`config.mk`:
```
export PLATFORM = sky130hd
export DESIGN_NAME = job_sequencer_flat
export DESIGN_NICKNAME = d
export VERILOG_FILES = /design/src/rtl/job_sequencer_pkg.sv /design/src/rtl/job_sequencer_if.sv /design/src/rtl/job_sequencer_edge_detect_rise.sv /design/src/rtl/job_sequencer.sv /design/src/flat_wrapper.sv
export SDC_FILE = /design/constraint.sdc
export NUM_CORES = 1
export LEC_CHECK = 0
export CORE_MARGIN = 3
export CORE_UTILIZATION = 34
export CTS_CLUSTER_DIAMETER = 80
export CTS_CLUSTER_SIZE = 12
export DETAILED_ROUTE_END_ITERATION = 12
export DONT_BUFFER_PORTS = 1
export PLACE_DENSITY_LB_ADDON = 0.15
export RECOVER_POWER = 50
export SYNTH_ARGS = -nofsm -noshare
export SYNTH_HDL_FRONTEND = slang
export SYNTH_HIERARCHICAL = 1
export SYNTH_SLANG_ARGS = --single-unit
```
`constraint.sdc`:
```
create_clock -name clk -period 2 [get_ports clk]
set_clock_uncertainty 0.2 [all_clocks]
set_input_delay 0.3 -clock clk [delete_from_list [all_inputs] [get_ports clk]]
set_output_delay 0.3 -clock clk [all_outputs]
set_load 0.1 [all_outputs]
```
`src/rtl/job_sequencer_pkg.sv`:
```
// Shared types and defaults for the job sequencer.
// Provides the FSM state encoding and default widths/timeout.
package job_sequencer_pkg;

    localparam int IDX_W_DEF   = 10;
    localparam int TIMEOUT_DEF = 1000000;

    typedef enum logic [2:0] {
        S_IDLE  = 3'd0,
        S_PULSE = 3'd1,
        S_WAIT  = 3'd2,
        S_NEXT  = 3'd3,
        S_DONE  = 3'd4
    } state_t;

endpackage

```
`src/rtl/job_sequencer_if.sv`:
```
// Handshake bundle between controller, sequencer and compute core.
// master: sequencer side (drives start/file_index/status); slave: environment.
interface job_sequencer_if
    import job_sequencer_pkg::*;
    #(parameter int IDX_W = IDX_W_DEF);

    logic             go;
    logic             abort;
    logic             finish;
    logic             start;
    logic [IDX_W-1:0] file_index;
    logic             busy;
    logic             done;
    logic             err_timeout;
    logic [IDX_W-1:0] jobs_done;

    modport master (
        input  go, abort, finish,
        output start, file_index, busy, done, err_timeout, jobs_done
    );

    modport slave (
        output go, abort, finish,
        input  start, file_index, busy, done, err_timeout, jobs_done
    );

endinterface

```
`src/rtl/job_sequencer_edge_detect_rise.sv`:
```
// Rising-edge detector: rise = d & ~d_q.
// Ports: clk, rst (async high), d in, rise out.
module edge_detect_rise (
    input  logic clk,
    input  logic rst,
    input  logic d,
    output logic rise
);

    logic d_q;

    always_ff @(posedge clk or posedge rst) begin
        if (rst) d_q <= 1'b0;
        else     d_q <= d;
    end

    assign rise = d & ~d_q;

endmodule

```
`src/rtl/job_sequencer.sv`:
```
// Steps file_index over FIRST_IDX..LAST_IDX, pulsing start per job.
// Ports: clk, rst (async high), bus (go/abort/finish in; start/status out).
module job_sequencer
    import job_sequencer_pkg::*;
#(
    parameter int IDX_W        = IDX_W_DEF,
    parameter int FIRST_IDX    = 0,
    parameter int LAST_IDX     = 2,
    parameter int START_CYCLES = 2,
    parameter int TO_W         = 20,
    parameter int TIMEOUT      = TIMEOUT_DEF
) (
    input  logic             clk,
    input  logic             rst,
    job_sequencer_if.master  bus
);

    localparam int PC_W = (START_CYCLES > 1) ? $clog2(START_CYCLES) : 1;
    localparam logic [PC_W-1:0]  PC_LAST = PC_W'(START_CYCLES - 1);
    localparam logic [TO_W-1:0]  TO_LAST = TO_W'(TIMEOUT - 1);
    localparam logic [IDX_W-1:0] I_FIRST = IDX_W'(FIRST_IDX);
    localparam logic [IDX_W-1:0] I_LAST  = IDX_W'(LAST_IDX);
    localparam logic [IDX_W-1:0] I_ONE   = IDX_W'(1);
    localparam logic [TO_W-1:0]  TO_ONE  = TO_W'(1);

    state_t           state, state_nxt;
    logic             start_r, start_nxt;
    logic [IDX_W-1:0] idx_r, idx_nxt;
    logic [IDX_W-1:0] jobs_r, jobs_nxt;
    logic             err_r, err_nxt;
    logic [PC_W-1:0]  pc, pc_nxt;
    logic [TO_W-1:0]  to_cnt, to_nxt;
    logic             fin_seen, seen_nxt;
    logic             fin_rise;

    edge_detect_rise u_fin (
        .clk  (clk),
        .rst  (rst),
        .d    (bus.finish),
        .rise (fin_rise)
    );

    always_ff @(posedge clk or posedge rst) begin
        if (rst) begin
            state    <= S_IDLE;
            start_r  <= 1'b0;
            idx_r    <= I_FIRST;
            jobs_r   <= '0;
            err_r    <= 1'b0;
            pc       <= '0;
            to_cnt   <= '0;
            fin_seen <= 1'b0;
        end else begin
            state    <= state_nxt;
            start_r  <= start_nxt;
            idx_r    <= idx_nxt;
            jobs_r   <= jobs_nxt;
            err_r    <= err_nxt;
            pc       <= pc_nxt;
            to_cnt   <= to_nxt;
            fin_seen <= seen_nxt;
        end
    end

    always_comb begin
        state_nxt = state;
        start_nxt = start_r;
        idx_nxt   = idx_r;
        jobs_nxt  = jobs_r;
        err_nxt   = err_r;
        pc_nxt    = pc;
        to_nxt    = to_cnt;
        seen_nxt  = fin_seen;
        unique case (state)
            S_IDLE, S_DONE: begin
                if (bus.abort) begin
                    state_nxt = S_IDLE;
                end else if (bus.go) begin
                    state_nxt = S_PULSE;
                    start_nxt = 1'b1;
                    idx_nxt   = I_FIRST;
                    jobs_nxt  = '0;
                    err_nxt   = 1'b0;
                    pc_nxt    = '0;
                    seen_nxt  = 1'b0;
                end
            end
            S_PULSE: begin
                if (bus.abort) begin
                    state_nxt = S_IDLE;
                    start_nxt = 1'b0;
                end else begin
                    // A core that finishes while start is still high must
                    // not be lost; remember it for the WAIT state.
                    if (fin_rise) seen_nxt = 1'b1;
                    if (pc == PC_LAST) begin
                        state_nxt = S_WAIT;
                        start_nxt = 1'b0;
                        to_nxt    = '0;
                    end else begin
                        pc_nxt = pc + PC_W'(1);
                    end
                end
            end
            S_WAIT: begin
                if (bus.abort) begin
                    state_nxt = S_IDLE;
                end else if (fin_seen || fin_rise) begin
                    state_nxt = S_NEXT;
                    jobs_nxt  = jobs_r + I_ONE;
                end else if (TIMEOUT != 0 && to_cnt == TO_LAST) begin
                    state_nxt = S_DONE;
                    err_nxt   = 1'b1;
                end else if (to_cnt != '1) begin
                    to_nxt = to_cnt + TO_ONE;
                end
            end
            S_NEXT: begin
                if (bus.abort) begin
                    state_nxt = S_IDLE;
                end else if (idx_r == I_LAST) begin
                    state_nxt = S_DONE;
                end else begin
                    state_nxt = S_PULSE;
                    start_nxt = 1'b1;
                    idx_nxt   = idx_r + I_ONE;
                    pc_nxt    = '0;
                    seen_nxt  = 1'b0;
                end
            end
            default: begin
                state_nxt = S_IDLE;
                start_nxt = 1'b0;
            end
        endcase
    end

    assign bus.start       = start_r;
    assign bus.file_index  = idx_r;
    assign bus.jobs_done   = jobs_r;
    assign bus.err_timeout = err_r;
    assign bus.busy        = (state == S_PULSE) || (state == S_WAIT)
                          || (state == S_NEXT);
    assign bus.done        = (state == S_DONE);

endmodule

```
`src/flat_wrapper.sv`:
```
// flat-port wrapper written by rule: the top's interface ports become plain ports
module job_sequencer_flat import job_sequencer_pkg::*;
#(
    parameter int IDX_W        = IDX_W_DEF,
    parameter int FIRST_IDX    = 0,
    parameter int LAST_IDX     = 2,
    parameter int START_CYCLES = 2,
    parameter int TO_W         = 20,
    parameter int TIMEOUT      = TIMEOUT_DEF
)
  (clk, rst, bus_go, bus_abort, bus_finish, bus_start, bus_file_index, bus_busy, bus_done, bus_err_timeout, bus_jobs_done);
  job_sequencer_if #(.IDX_W(IDX_W)) bus_i ();
  input  logic clk;
  input  logic rst;
  input wire logic [$bits(bus_i.go)-1:0] bus_go;
  input wire logic [$bits(bus_i.abort)-1:0] bus_abort;
  input wire logic [$bits(bus_i.finish)-1:0] bus_finish;
  output wire logic [$bits(bus_i.start)-1:0] bus_start;
  output wire logic [$bits(bus_i.file_index)-1:0] bus_file_index;
  output wire logic [$bits(bus_i.busy)-1:0] bus_busy;
  output wire logic [$bits(bus_i.done)-1:0] bus_done;
  output wire logic [$bits(bus_i.err_timeout)-1:0] bus_err_timeout;
  output wire logic [$bits(bus_i.jobs_done)-1:0] bus_jobs_done;
  assign bus_i.go = bus_go;
  assign bus_i.abort = bus_abort;
  assign bus_i.finish = bus_finish;
  assign bus_start = bus_i.start;
  assign bus_file_index = bus_i.file_index;
  assign bus_busy = bus_i.busy;
  assign bus_done = bus_i.done;
  assign bus_err_timeout = bus_i.err_timeout;
  assign bus_jobs_done = bus_i.jobs_done;
  job_sequencer #(.IDX_W(IDX_W), .FIRST_IDX(FIRST_IDX), .LAST_IDX(LAST_IDX), .START_CYCLES(START_CYCLES), .TO_W(TO_W), .TIMEOUT(TIMEOUT)) u_core (.clk(clk), .rst(rst), .bus(bus_i));
endmodule
```
==> impl_results.md, run 1 <==
- Status: finished with violations
- Failing checks: setup timing
- N_diodes: 0
- Worst hold slack: between 0.01 and 0.015 ns
- Routed WL: 7650 µm
- Worst Path Arrival: around 2.2 ns
- Global-route wire length before repair: 13100 µm
- Final WS setup: -0.137 ns
- Hold WC Path Type: input port to flip-flop
- GRT Resource Usage Total: 0.164
- Worst path bufs/invs: 0
- Clock slew at reported path FFs: 0.10 ns
- Initial antenna violation count: 0
- Minimum clock period: between 2 and 2.5 ns
- Worst Tran Pin Value: ~0.74 ns
- GR Overflow Total: 0
- Crit start category: flip-flop
- WP depth: 5
- Post-DRT Antenna Nets: 0
- Tcrit/Tclk final: 1.07
- Cts bufs inserted: 5
- Clk_lat worst skew: 0.30 ns
- Register Area: 0.00122 mm²
- Fillers: 823
- Htree depth: 2
- Ranking of synthesized cells by area: dfrtp_1 41%, nor2_1 4.4%, and3_1 4.0%, o21ai_0 2.7%, nand2_1 2.7%
- Synth area leader: dfrtp_1
- Max_cap viols: 0
- Critical path class: flip-flop to flip-flop
- Post-synth top area share: 0.407
- I/O pins: 29
- WL/cell: 15.6 µm
- Clock root cell: clkbuf_8
- Fin. Hold Viols: 0
- Synth Register Bits: 48
- Share of cells above drive strength 1: 0.391
- Largest family of logic cells by synthesized area: simple AND/OR/NAND/NOR gates
- Synth warn: 6
- Synth Instances: 301
- Post-Synth XOR/XNOR Area: 0.0445
- Overall power: 3550 µW
- Crit-path slowest cell: dfrtp_1
- CTS tree: yes
- Area grow syn2layout: 33.9%
- DIE AREA: 0.00984 mm²
- Port Buffers: 0
- Multi-input logic area: 0.00174 mm²
- # DRC: 0
- Total negative slack: -1.83 ns
- Chip height: 99.2 µm
- Vias in the first global route: ~2700
- DP Wirelength: 5600 µm
- Largest net degree at the start of global routing: 19
- Nets: a little under 400
- Number of synthesized flops with an enable pin: 0
- VDD IR max: 553 µV
- R2r setup slk: -0.14 ns
- Worst path max stage delay: roughly 0.43 ns
- Crit. End Element: flip-flop
- Critical path, cell by cell: or3b_1, or3_4, o21bai_4, a21oi_4, mux2_4
- Reg-to-reg startpoint: u_core/state[2]$_DFFE_PP0P_
- Place WS: -0.114 ns
- Count leader, synth: dfrtp_1
- Fraction of registers with async set/reset: 1.00
- Worst setup path end: u_core/to_cnt[0]$_DFFE_PP0P_
- Starting Density: 0.354
- Synth top cells by count: 48 x dfrtp_1, 35 x nor2_1, 21 x nand2_1, 19 x and3_1, 16 x o21ai_0
- Avg Cell Area, Syn: 9.81 µm²
- # clock sinks: 48
- Vias after detailed routing: about 2600
- Final-report setup violation count: 22
- Simple-gate share of the synthesized area: 0.295
- Post-Synth Adder-Cell Area: 0.0169
- Cell family with most CP delay: simple AND/OR/NAND/NOR gates
- Post-synthesis compound-gate area fraction: 0.191
- Cell leakage power: 0.00178 µW
- Clock Path Buffers: 2
- Initial DRC count: 89
- WP data required: just over 2 ns
- R2R depth: 5
- Post-synthesis sequential area ratio: 0.407
- CORE AREA: around 0.0083 mm²
- RSZ-0062 raised after global routing: yes
- Max FO, Critical Path: 8
- Worst r2r dst: u_core/to_cnt[0]$_DFFE_PP0P_
- PD cells: 897 mW/mm²
- Crit path launch: u_core/state[2]$_DFFE_PP0P_
- Gpl congestion: approximately 0.79
- Final Slew Violations: 0
- Num rows: 33
- Syn Nets: 310
- Synth Flop Type: dfrtp_1
- Cell variety after synth: between 60 and 70
- Post-synthesis mux area share: 0.00720
- Mapped cell area: 0.00295 mm²
- Fmax: ~470 MHz
- DIE WIDTH: 99.2 µm
- Drt pass-1 iters: 4
- Slew headroom: 0.505
- Number of vias per cell: 5.29
worst min-delay path by stage:
stage	start	endpoint	slack, ns	cells after the start
after CTS	bus_abort	u_core/bus.jobs_done[7]$_DFFE_PP0P_	0.007	3
after detailed placement	rst	u_core/u_fin/d_q$_DFF_PP0_	-0.17	1
after floorplan	rst	u_core/u_fin/d_q$_DFF_PP0_	-0.17	1
after global routing	bus_abort	u_core/bus.jobs_done[5]$_DFFE_PP0P_	0.008	3
final	bus_abort	u_core/bus.jobs_done[7]$_DFFE_PP0P_	0.01	3
after global placement	rst	u_core/u_fin/d_q$_DFF_PP0_	-0.17	1
power breakdown:
part           internal [µW]  switching [µW]
clock network            377             346
registers               1090             101
logic                    649             987
worst min-delay path, stage by stage:
cell and delay, ns:
nor4_2 0.03, xnor2_1 0.12, nor2_1 0.04
placed cells by master, fill, tap and decap left out, types with 4 or more instances in the layout:
master    count
o21ai_0      13
a21oi_1       9
and3_1       19
nor4_2        4
a221o_1       7
nor3_1        4
nor2_1       32
dfrtp_1      31
nor3b_1       4
clkbuf_8      5
inv_1         8
xor2_1        7
a31oi_1       7
nor2_2        4
and2_1        4
dfrtp_2      16
nand2_1      21
and4_1        6
nand4_1      11
buf_4        80
xnor2_1       7
nand3_1      11
metrics by stage:
step,cell area (µm²),utilization,std cells
after CTS,3910,0.469,489
final,3960,0.474,491
after floorplan,3010,-,301
after detailed placement,3690,0.443,475
after global placement,3690,0.443,475
after global routing,3960,0.474,491
repair_timing:
item,CTS,global route
resized for setup,12,8
hold buffers,3,0
endpoints found under the hold margin,23,0
endpoints found under the setup margin,34,41
cloned,1,0
pin swaps,13,15
buffers inserted,2,2
cell families after synthesis:
group                    count (synthesis)
flip-flops                              48
AO/OA/AOI/OAI                           66
AND/OR/NAND/NOR                        145
multiplexers                             2
XOR/XNOR                                15
adder cells (fa/ha/maj)                  4
buffers and inverters                   21
registers in the layout (all words and copies together) (netlist names):
name / flops
u_core/bus.start: 1
u_core/pc: 1
u_core/to_cnt: 20
u_core/bus.err_timeout: 1
u_core/state: 3
u_core/bus.jobs_done: 10
u_core/bus.file_index: 10
u_core/fin_seen: 1
u_core/u_fin/d_q: 1
routing by layer:
layer  GRT usage  routed length (µm)
met3      0.0330                 299
met2       0.276                3710
met1       0.211                3490
met5           0                   0
met4      0.0536                 152
final cells by class:
cell class / instances / area share
Timing Repair Buffer: 89 / 0.180
Tap cell: 105 / 0.0332
Sequential cell: 48 / 0.310
Clock inverter: 3 / 0.0120
Multi-Input combinational cell: 233 / 0.440
Clock buffer: 5 / 0.0174
Inverter: 8 / 0.00759
Note: power is estimated with default switching activity, not from simulation.
==> run 2, diff against run 1 <==
--- a/config.mk
+++ b/config.mk
@@ -6,7 +6,7 @@
 export NUM_CORES = 1
 export LEC_CHECK = 0
 export CORE_MARGIN = 3
-export CORE_UTILIZATION = 34
+export CORE_UTILIZATION = 40
 export CTS_CLUSTER_DIAMETER = 80
 export CTS_CLUSTER_SIZE = 12
 export DETAILED_ROUTE_END_ITERATION = 12
==> run 2 against run 1 <==
- the flow still finishes with violations (setup timing)
- hold slack better by 0.0039 ns
- sequential power hardly changed
- register-to-register slack worse by 0.07 ns
- highest routed layer unchanged
==> impl_results.md, run 2 (synthesized netlist as in run 1, its figures left out) <==
- Status: finished with violations
- Failing checks: setup timing
- RSZ-0062 raised after global routing: yes
- Share of cells above drive strength 1: 0.454
- Initial DRC count: roughly 120
- Fin. Hold Viols: 0
- Htree depth: 2
- Gpl congestion: 0.815
- DIE WIDTH: 91.9 µm
- N_diodes: 0
- WL/cell: roughly 16 µm
- # DRC: 0
- GRT Resource Usage Total: 0.187
- Port Buffers: 0
- Finished Core Util: 0.611
- I/O pins: 29
- Commonest non-fill, non-tap cells in the layout: 84 x buf_4, 31 x nor2_1, 29 x dfrtp_1
- Cell leakage power: 0.00195 µW
- Overall power: around 4000 µW
- Post-DRT Antenna Nets: 0
- Minimum clock period: 2.21 ns
- Worst Path Arrival: between 2 and 2.5 ns
- Initial antenna violation count: 0
- Cts bufs inserted: 5
- Clk_lat worst skew: 0.31 ns
- Crit start category: flip-flop
- Largest register FFs: 20
- GR Overflow Total: 0
- Clock slew at reported path FFs: 0.10 ns
- Final-report setup violation count: 33
- Clock root cell: clkbuf_8
- Int Pwr: 2410 µW
- Crit. End Element: flip-flop
- Sequential share of power: 0.302
- Routed WL: 7980 µm
- Slew headroom: 0.505
- Tcrit/Tclk final: 1.10
- PD cells: roughly 940 mW/mm²
- VDD IR max: 614 µV
- Vias in the first global route: 2637
- Chip height: 91.9 µm
- WP data required: 2.06 ns
- Largest register by flop count: u_core/to_cnt
- Worst Tran Pin Value: 0.742 ns
- Starting Density: 0.423
- Max FO, Critical Path: 5
- Worst hold slack: 0.0177 ns
- DIE AREA: ~0.0085 mm²
- Nets: 411
- Hold WC Path Type: input port to flip-flop
- Clock Power Share: 0.217
- Clock Path Buffers: 2
- Drt pass-1 iters: 4
- Place WS: -0.178 ns
- Area grow syn2layout: 44.4%
- DP Area: ~0.0037 mm²
- Critical path class: flip-flop to flip-flop
- Fmax: ~450 MHz
- Max_cap viols: 0
- Number of vias per cell: between 5 and 6
- Num rows: 30
- Commonest non-fill, non-tap cell in the layout: buf_4
- Final Cell Area: around 0.0043 mm²
- Switching power: 1580 µW
- Vias after detailed routing: between 2000 and 3000
- DP Wirelength: approximately 5300 µm
- Final Slew Violations: 0
- Combinational fraction of design power: 0.481
- Final WS setup: -0.209 ns
- Global-route wire length before repair: ~13000 µm
- CORE AREA: approximately 0.0070 mm²
- Switch share: 0.397
- Largest net degree at the start of global routing: 30
- # clock sinks: 48
- CTS tree: yes
run 2: changes by cell type in the layout (fill, tap and decap cells not counted), moves of 3 or more:
cell     delta
o21ai_0     -5
buf_4       +4
nor4_4      +3
a31oi_4     +3
buf_6      +13
nor4_2      -3
o21ai_2     +3
run 2: worst max-delay path, stage by stage, from the launching register on:
cell	delay (ns)
dfrtp_2	0.44
or3b_1	0.39
or3_4	0.39
o21bai_4	0.22
buf_6	0.14
nor4b_4	0.25
a211o_1	0.13
run 2: area by class of cell:
cell class	count	area, µm²
fill	600	2720
sequential	48	1230
clock inverter	3	68.8
timing repair buffer	106	896
tap	96	120
clock buffer	5	68.8
inverter	8	30.0
multi-input combinational	233	1850
run 2: stage by stage:
stage / TNS (ns) / cells
floorplan: -1.39 / 301
global placement: -2.19 / 465
detailed placement: -3.22 / 465
CTS: -1.95 / 483
global route: -6.59 / 499
finish: -3.18 / 499
run 2: final timing paths:
check / start / to / slack [ns] / depth (start not counted)
setup reg to reg: u_core/state[2]$_DFFE_PP0P_ / u_core/to_cnt[17]$_DFFE_PP0P_ / -0.21 / 6
setup / recovery: u_core/state[2]$_DFFE_PP0P_ / u_core/to_cnt[17]$_DFFE_PP0P_ / -0.21 / 6
min in group asynchronous: rst / u_core/u_fin/d_q$_DFF_PP0_ / 0.07 / 2
max in group asynchronous: rst / u_core/bus.jobs_done[1]$_DFFE_PP0P_ / 0.25 / 3
hold reg to reg: u_core/to_cnt[18]$_DFFE_PP0P_ / u_core/to_cnt[18]$_DFFE_PP0P_ / 0.32 / 1
hold / removal: bus_abort / u_core/state[2]$_DFFE_PP0P_ / 0.02 / 2
run 2: power by group through the flow:
stage               Clock, µW  Sequential [µW]  Combinational [µW]
CTS                       887             1190                1650
global route              933             1220                2060
global placement            0             1210                1450
floorplan                   0             1450                 791
detailed placement          0             1220                1460
finish                    868             1200                1920
run 2: metal layers:
| metal | global-route usage | share of wire | up-vias |
|---|---|---|---|
| li1 | - | - | 1320 |
| met1 | 0.269 | 0.48 | 1325 |
| met2 | 0.299 | 0.48 | 43 |
| met3 | 0.0353 | 0.038 | 8 |
| met4 | 0.0285 | 0.0085 | 0 |
| met5 | 0 | 0 | - |
run 2: what timing repair did:
action,CTS,global route
buffers inserted,7,16
hold buffers,3,1
gates cloned,0,1
pin swaps,10,30
endpoints found under the setup margin,38,42
resized for setup,20,43
endpoints found under the hold margin,27,3
==> patch 1: new RTL, settings of run 1 <==
`TIMEOUT_DEF`: 1000000 -> 500000.
--- a/src/rtl/job_sequencer_pkg.sv
+++ b/src/rtl/job_sequencer_pkg.sv
@@ -4,5 +4,5 @@
 
     localparam int IDX_W_DEF   = 10;
-    localparam int TIMEOUT_DEF = 1000000;
+    localparam int TIMEOUT_DEF = 500000;
 
     typedef enum logic [2:0] {
Check against the original RTL: same outputs for any inputs over 10 cycles, from zero or initial values and one cycle with rst high; that may be too few to reach the edited logic, so the function may still have changed.
==> patch 1 against run 1 <==
  * The flow still finishes with violations (setup timing)
  * Sequential cell count stayed put
  * Synthesized area fell by 2.6%
  * Worst hold slack worse by 0.74 ps
  * Routed wire length up 23%
  * Final area grew 16%
  * First-iteration DRC count up 130%
  * Power grew 22%
  * Clock power is 7.2% higher
  * Combinational power rose by 42%
  * Global-route usage increased by 1.9 points
  * Critical path depth increased by 1
  * Count of clock-buffer cells in the layout grew 1
  * Worst setup slack worse by 66 ps
==> patch 1: results (changes against run 1) <==
- P_clk: 0.775 mW (was 0.723 mW)
- CP max stage cell: or4b_4 (was dfrtp_1)
- Post-Route M1 WL: 4460 um (was 3490 um)
- Critical path capture point: u_core/to_cnt[5] (was u_core/to_cnt[0])
- Gp weighted congestion: 0.866 (was 0.789)
- GR Util met1: 0.275 (was 0.211)
- Met2 routed WL: 4480 um (was 3710 um)
- Dpl cells: 506 (was 475)
- Seq/Total Area, Yosys: 0.418 (was 0.407)
- Seq. pwr: 1.23 mW (was 1.19 mW)
- GR Util met3: 0.0314 (was 0.0330)
- Wire length on met3: 371 um (was 299 um)
- Htree depth: 2 (unchanged)
- Worst EP arrival: 2200 ps (was 2180 ps)
- Status: complete, but fails checks (unchanged)
- Endpoints failing setup: 21 (was 22)
- Failing checks: setup timing (unchanged)
- CP top delay family: simple AND/OR/NAND/NOR gates (unchanged)
- Post-Synthesis Cells: 329 (was 301)
- Largest cells by area after synthesis: dfrtp_1, o31ai_1, nor2_1 (was dfrtp_1, nor2_1, and3_1)
- Root Driver: clkbuf_8 (unchanged)
- First-pass GRT wire length: 14,500 um (was 13,100 um)
- PortBufs: 0 (unchanged)
- Post-synthesis compound-gate area fraction: 0.197 (was 0.191)
- Met2 Use GR: 0.270 (was 0.276)
- Synth top cells by count: dfrtp_1, nor2_1, nand2_1, o31ai_1, a21oi_1 (was dfrtp_1, nor2_1, nand2_1, and3_1, o21ai_0)
- Post-Synth XOR/XNOR Area: 0.0274 (was 0.0445)
- Switching part of the total: 0.421 (was 0.404)
- CP max stage delay: 530 ps (was 430 ps)
- Vias in the first global route: 2,803 (was 2,651)
- WL/cell: 17.5 um (was 15.6 um)
- Adder-Cell Fraction of Synth Area: 0.0174 (was 0.0169)
- Final worst slack: -204 ps (was -137 ps)
- Asr flop ratio synth: 1.00 (unchanged)
- Hold Path Depth: 2 (was 3)
- FILL cells: 685 (was 823)
- Setup crit start: u_core/state[0] (was u_core/state[2])
- Hpwl dp: 6390 um (was 5600 um)
- Largest net degree at the start of global routing: 21 (was 19)
- Post-Place Worst Slack: -323 ps (was -114 ps)
- Yosys cell types: 48 (was 64)
- Synth Warn #: 6 (unchanged)
- DR iter-0 viols: 204 (was 89)
- Num rows: 32 (was 33)
- Max rail drop VDD: 0.933 mV (was 0.553 mV)
- Share of post-route cells with drive strength above 1: 0.490 (was 0.391)
- Critical path fanouts, max: 7 (was 8)
- HP Class: input pin to register (unchanged)
- Global Route Usage Sum: 0.183 (was 0.164)
- Relative slew slack: 0.462 (was 0.505)
- Hold wc startpoint: bus_go (was bus_abort)
- Lkg Pwr: 1.94 nW (was 1.78 nW)
- Finished Layout Cells: 539 (was 491)
- Mux cell area share after synthesis: 0.00696 (was 0.00720)
- Routed vias: 3,034 (was 2,595)
- Syn Nets: 338 (was 310)
- Nets: 445 (was 394)
patch 1: worst min path at each step:
| stage | endpoint | slack [ps] |
|---|---|---|
| 4_1_cts | u_core/state[2] | 2 |
| 3_5_place_dp | u_core/u_fin/d_q | -170 |
| 5_1_grt | u_core/state[0] | 10 |
| 3_3_place_gp | u_core/u_fin/d_q | -170 |
| 6_report | u_core/state[2] | 10 |
| 2_1_floorplan | u_core/u_fin/d_q | -170 |
patch 1: cell families (layout without fill, tap and decap cells):
group	after synthesis	in the layout
xor gates and xnor gates	9	9
adders and majority gates	4	4
AOI/OAI and AO/OA	84	84
muxes	2	2
buffers and inverters	29	137
and+or+nand+nor	153	153
DFF	48	48
patch 1: timing repair:
item | 4_1_cts | 5_1_grt
setup buffers | 12 | 11
resized for setup | 28 | 53
endpoints found under the hold margin | 22 | 0
setup endpoints to repair | 24 | 30
pin swaps | 19 | 10
hold buffers | 3 | 0
patch 1: per-stage QoR:
| stage | setup TNS (ps) | utilization | hold WS (ps) | area, um2 | total power, mW |
|---|---|---|---|---|---|
| CTS | -2910 | 0.532 | 2.08 | 4240 | 4.02 |
| global route | -4930 | 0.575 | 12.2 | 4580 | 4.55 |
| detailed placement | -4500 | 0.483 | -168 | 3850 | 3.06 |
| finish | -3510 | 0.575 | 13.2 | 4580 | 4.33 |
| floorplan | -1950 | - | -171 | 3110 | 2.35 |
| global placement | -4440 | 0.483 | -170 | 3850 | 3.05 |
patch 1: final cells by class:
class                   instances  area, um2  area share
multi-input cells             252       2060       0.449
inverters                      12       45.0     0.00984
repair buffers                117        986       0.215
clock buffers                   6       82.6      0.0180
flip-flops and latches         48       1240       0.271
clock inverters                 2       38.8     0.00847
well taps                     102        128      0.0279
==> patch 2: new RTL, config.mk and constraints of run 1 <==
Made on the original files. One comparison of `idx_r` changes from == to >=.
--- a/src/rtl/job_sequencer.sv
+++ b/src/rtl/job_sequencer.sv
@@ -119,5 +119,5 @@
                 if (bus.abort) begin
                     state_nxt = S_IDLE;
-                end else if (idx_r == I_LAST) begin
+                end else if (idx_r >= I_LAST) begin
                     state_nxt = S_DONE;
                 end else begin
Formal check against the unedited RTL: no difference found for any inputs over 10 cycles, from zero or initial values and one cycle with rst high; that may be too few to reach the edited logic, so the function may still have changed.
==> patch 2 against run 1 <==
  * The run still ends with setup timing left
  * Maximum frequency rose by 1.5%
  * Worst setup slack improved by 32 ps
  * Routed wire length rose by 13%
  * Count of clock-buffer cells in the layout rose by 1
  * Power rose by 6.6%
  * Sequential cell count did not move
  * Final area rose by 9.6%
  * Synthesized area fell by 4.4%
  * Critical path type unchanged
  * Critical endpoint is now u_core/state[2]
  * Largest cell class unchanged
  * Largest power group unchanged
==> patch 2: results (changes against run 1) <==
- Status: complete, but fails checks (unchanged)
- Failing checks: setup timing (unchanged)
- GR Util met1: 0.234 (was 0.211)
- Dpl cells: 493 (was 475)
- Worst EP arrival: 2120 ps (was 2180 ps)
- Largest cells by area after synthesis: dfrtp_1, o21ai_0, nor2_1 (was dfrtp_1, nor2_1, and3_1)
- Hpwl dp: 6280 um (was 5600 um)
- Post-Synth XOR/XNOR Area: 0.0155 (was 0.0445)
- Share of post-route cells with drive strength above 1: 0.486 (was 0.391)
- WL/cell: 16.6 um (was 15.6 um)
- Final worst slack: -106 ps (was -137 ps)
- Vias per cell: 5.40 (was 5.29)
- Total power: 3.78 mW (was 3.55 mW)
- DR iter-0 viols: 69 (was 89)
- Hold EP: u_core/fin_seen (was u_core/bus.jobs_done[7])
- Gp weighted congestion: 0.865 (was 0.789)
- Post-synthesis compound-gate area fraction: 0.204 (was 0.191)
- Adder-Cell Fraction of Synth Area: 0.0177 (was 0.0169)
- Yosys cell types: 55 (was 64)
- Seq/Total Area, Yosys: 0.425 (was 0.407)
- Endpoints failing setup: 18 (was 22)
- Max rail drop VDD: 0.387 mV (was 0.553 mV)
- Largest net degree at the start of global routing: 23 (was 19)
- Vias in the first global route: 2,862 (was 2,651)
- Critical path fanouts, max: 3 (was 8)
- Synth top cells by count: dfrtp_1, nor2_1, nand2_1, o21ai_0, nor3_1 (was dfrtp_1, nor2_1, nand2_1, and3_1, o21ai_0)
- Lkg Pwr: 1.83 nW (was 1.78 nW)
- Worst r2r dst: u_core/state[2] (was u_core/to_cnt[0])
- GR Util met3: 0.0280 (was 0.0330)
- Global Route Usage Sum: 0.183 (was 0.164)
- Hold_ws: 48.9 ps (was 13.9 ps)
- Mux cell area share after synthesis: 0.0106 (was 0.00720)
- First-pass GRT wire length: 14,200 um (was 13,100 um)
- Worst r2r src: u_core/to_cnt[13] (was u_core/state[2])
- R2R cell count: 6 (was 5)
-- patch 2: changes by cell type in the layout (fill, tap and decap cells not counted), sizes merged, moves of 4 or more --
cell	before	now
a221o	7	0
a22o	0	4
and3	19	3
and4	6	0
buf	84	110
nand2	21	30
nand4	11	6
nor3	5	17
nor3b	6	1
o21ai	17	28
o31ai	4	11
or3	2	7
xor2	7	0
-- patch 2: cells by family after synthesis --
family	after synthesis
and+or+nand+nor	147
AOI/OAI and AO/OA	84
DFF	48
buffers and inverters	21
xor gates and xnor gates	5
adders and majority gates	4
muxes	3
-- patch 2: metal layers --
layer | vias to the layer above | share of wire | routed length (um)
li1 | 1374 | - | -
met1 | 1394 | 0.44 | 3840
met2 | 47 | 0.52 | 4520
met3 | 6 | 0.028 | 247
met4 | 0 | 0.0066 | 57
met5 | - | 0 | 0
-- patch 2: stage by stage --
step | util | instance area [um2] | setup TNS [ps] | setup WS (ps)
floorplan | - | 2920 | -103 | -103
global placement | 0.470 | 3710 | -675 | -102
detailed placement | 0.470 | 3710 | -1530 | -125
CTS | 0.510 | 4030 | -1560 | -128
global route | 0.549 | 4330 | -3190 | -203
finish | 0.549 | 4330 | -1110 | -106
-- patch 2: worst min-delay path, delay by kind of cell --
| kind | cells | cell delay, ps |
|---|---|---|
| compound gates | 3 | 210 |
-- patch 2: cell type report --
type,count,area [um2]
Inverter,7,26.3
Sequential cell,48,1240
Timing Repair Buffer,114,952
Clock inverter,2,60.1
Fill cell,693,3550
Multi-Input combinational cell,243,1850
Clock buffer,6,72.6
Tap cell,102,128
-- patch 2: where the power goes --
group | internal [mW] | switching (mW)
sequential | 1.05 | 0.0714
combinational | 0.773 | 1.05
clock | 0.500 | 0.340
total | 2.32 | 1.46
-- patch 2: what timing repair did --
| action | 4_1_cts | 5_1_grt |
|---|---|---|
| setup buffers | 9 | 9 |
| endpoints found under the setup margin | 27 | 35 |
| gates resized for setup | 29 | 55 |
| hold endpoints to repair | 25 | 0 |
| pin swaps | 16 | 24 |
| hold buffers | 3 | 0 |
-- patch 2: worst max-delay path by stage --
stage | from | to | slack (ps)
after global routing | u_core/to_cnt[13] | u_core/state[0] | -200
after CTS | u_core/state[0] | u_core/to_cnt[7] | -130
after global placement | bus_finish | u_core/to_cnt[10] | -100
after detailed placement | bus_finish | u_core/to_cnt[6] | -120
final | u_core/to_cnt[13] | u_core/state[2] | -110
after floorplan | u_core/to_cnt[8] | u_core/state[0] | -100
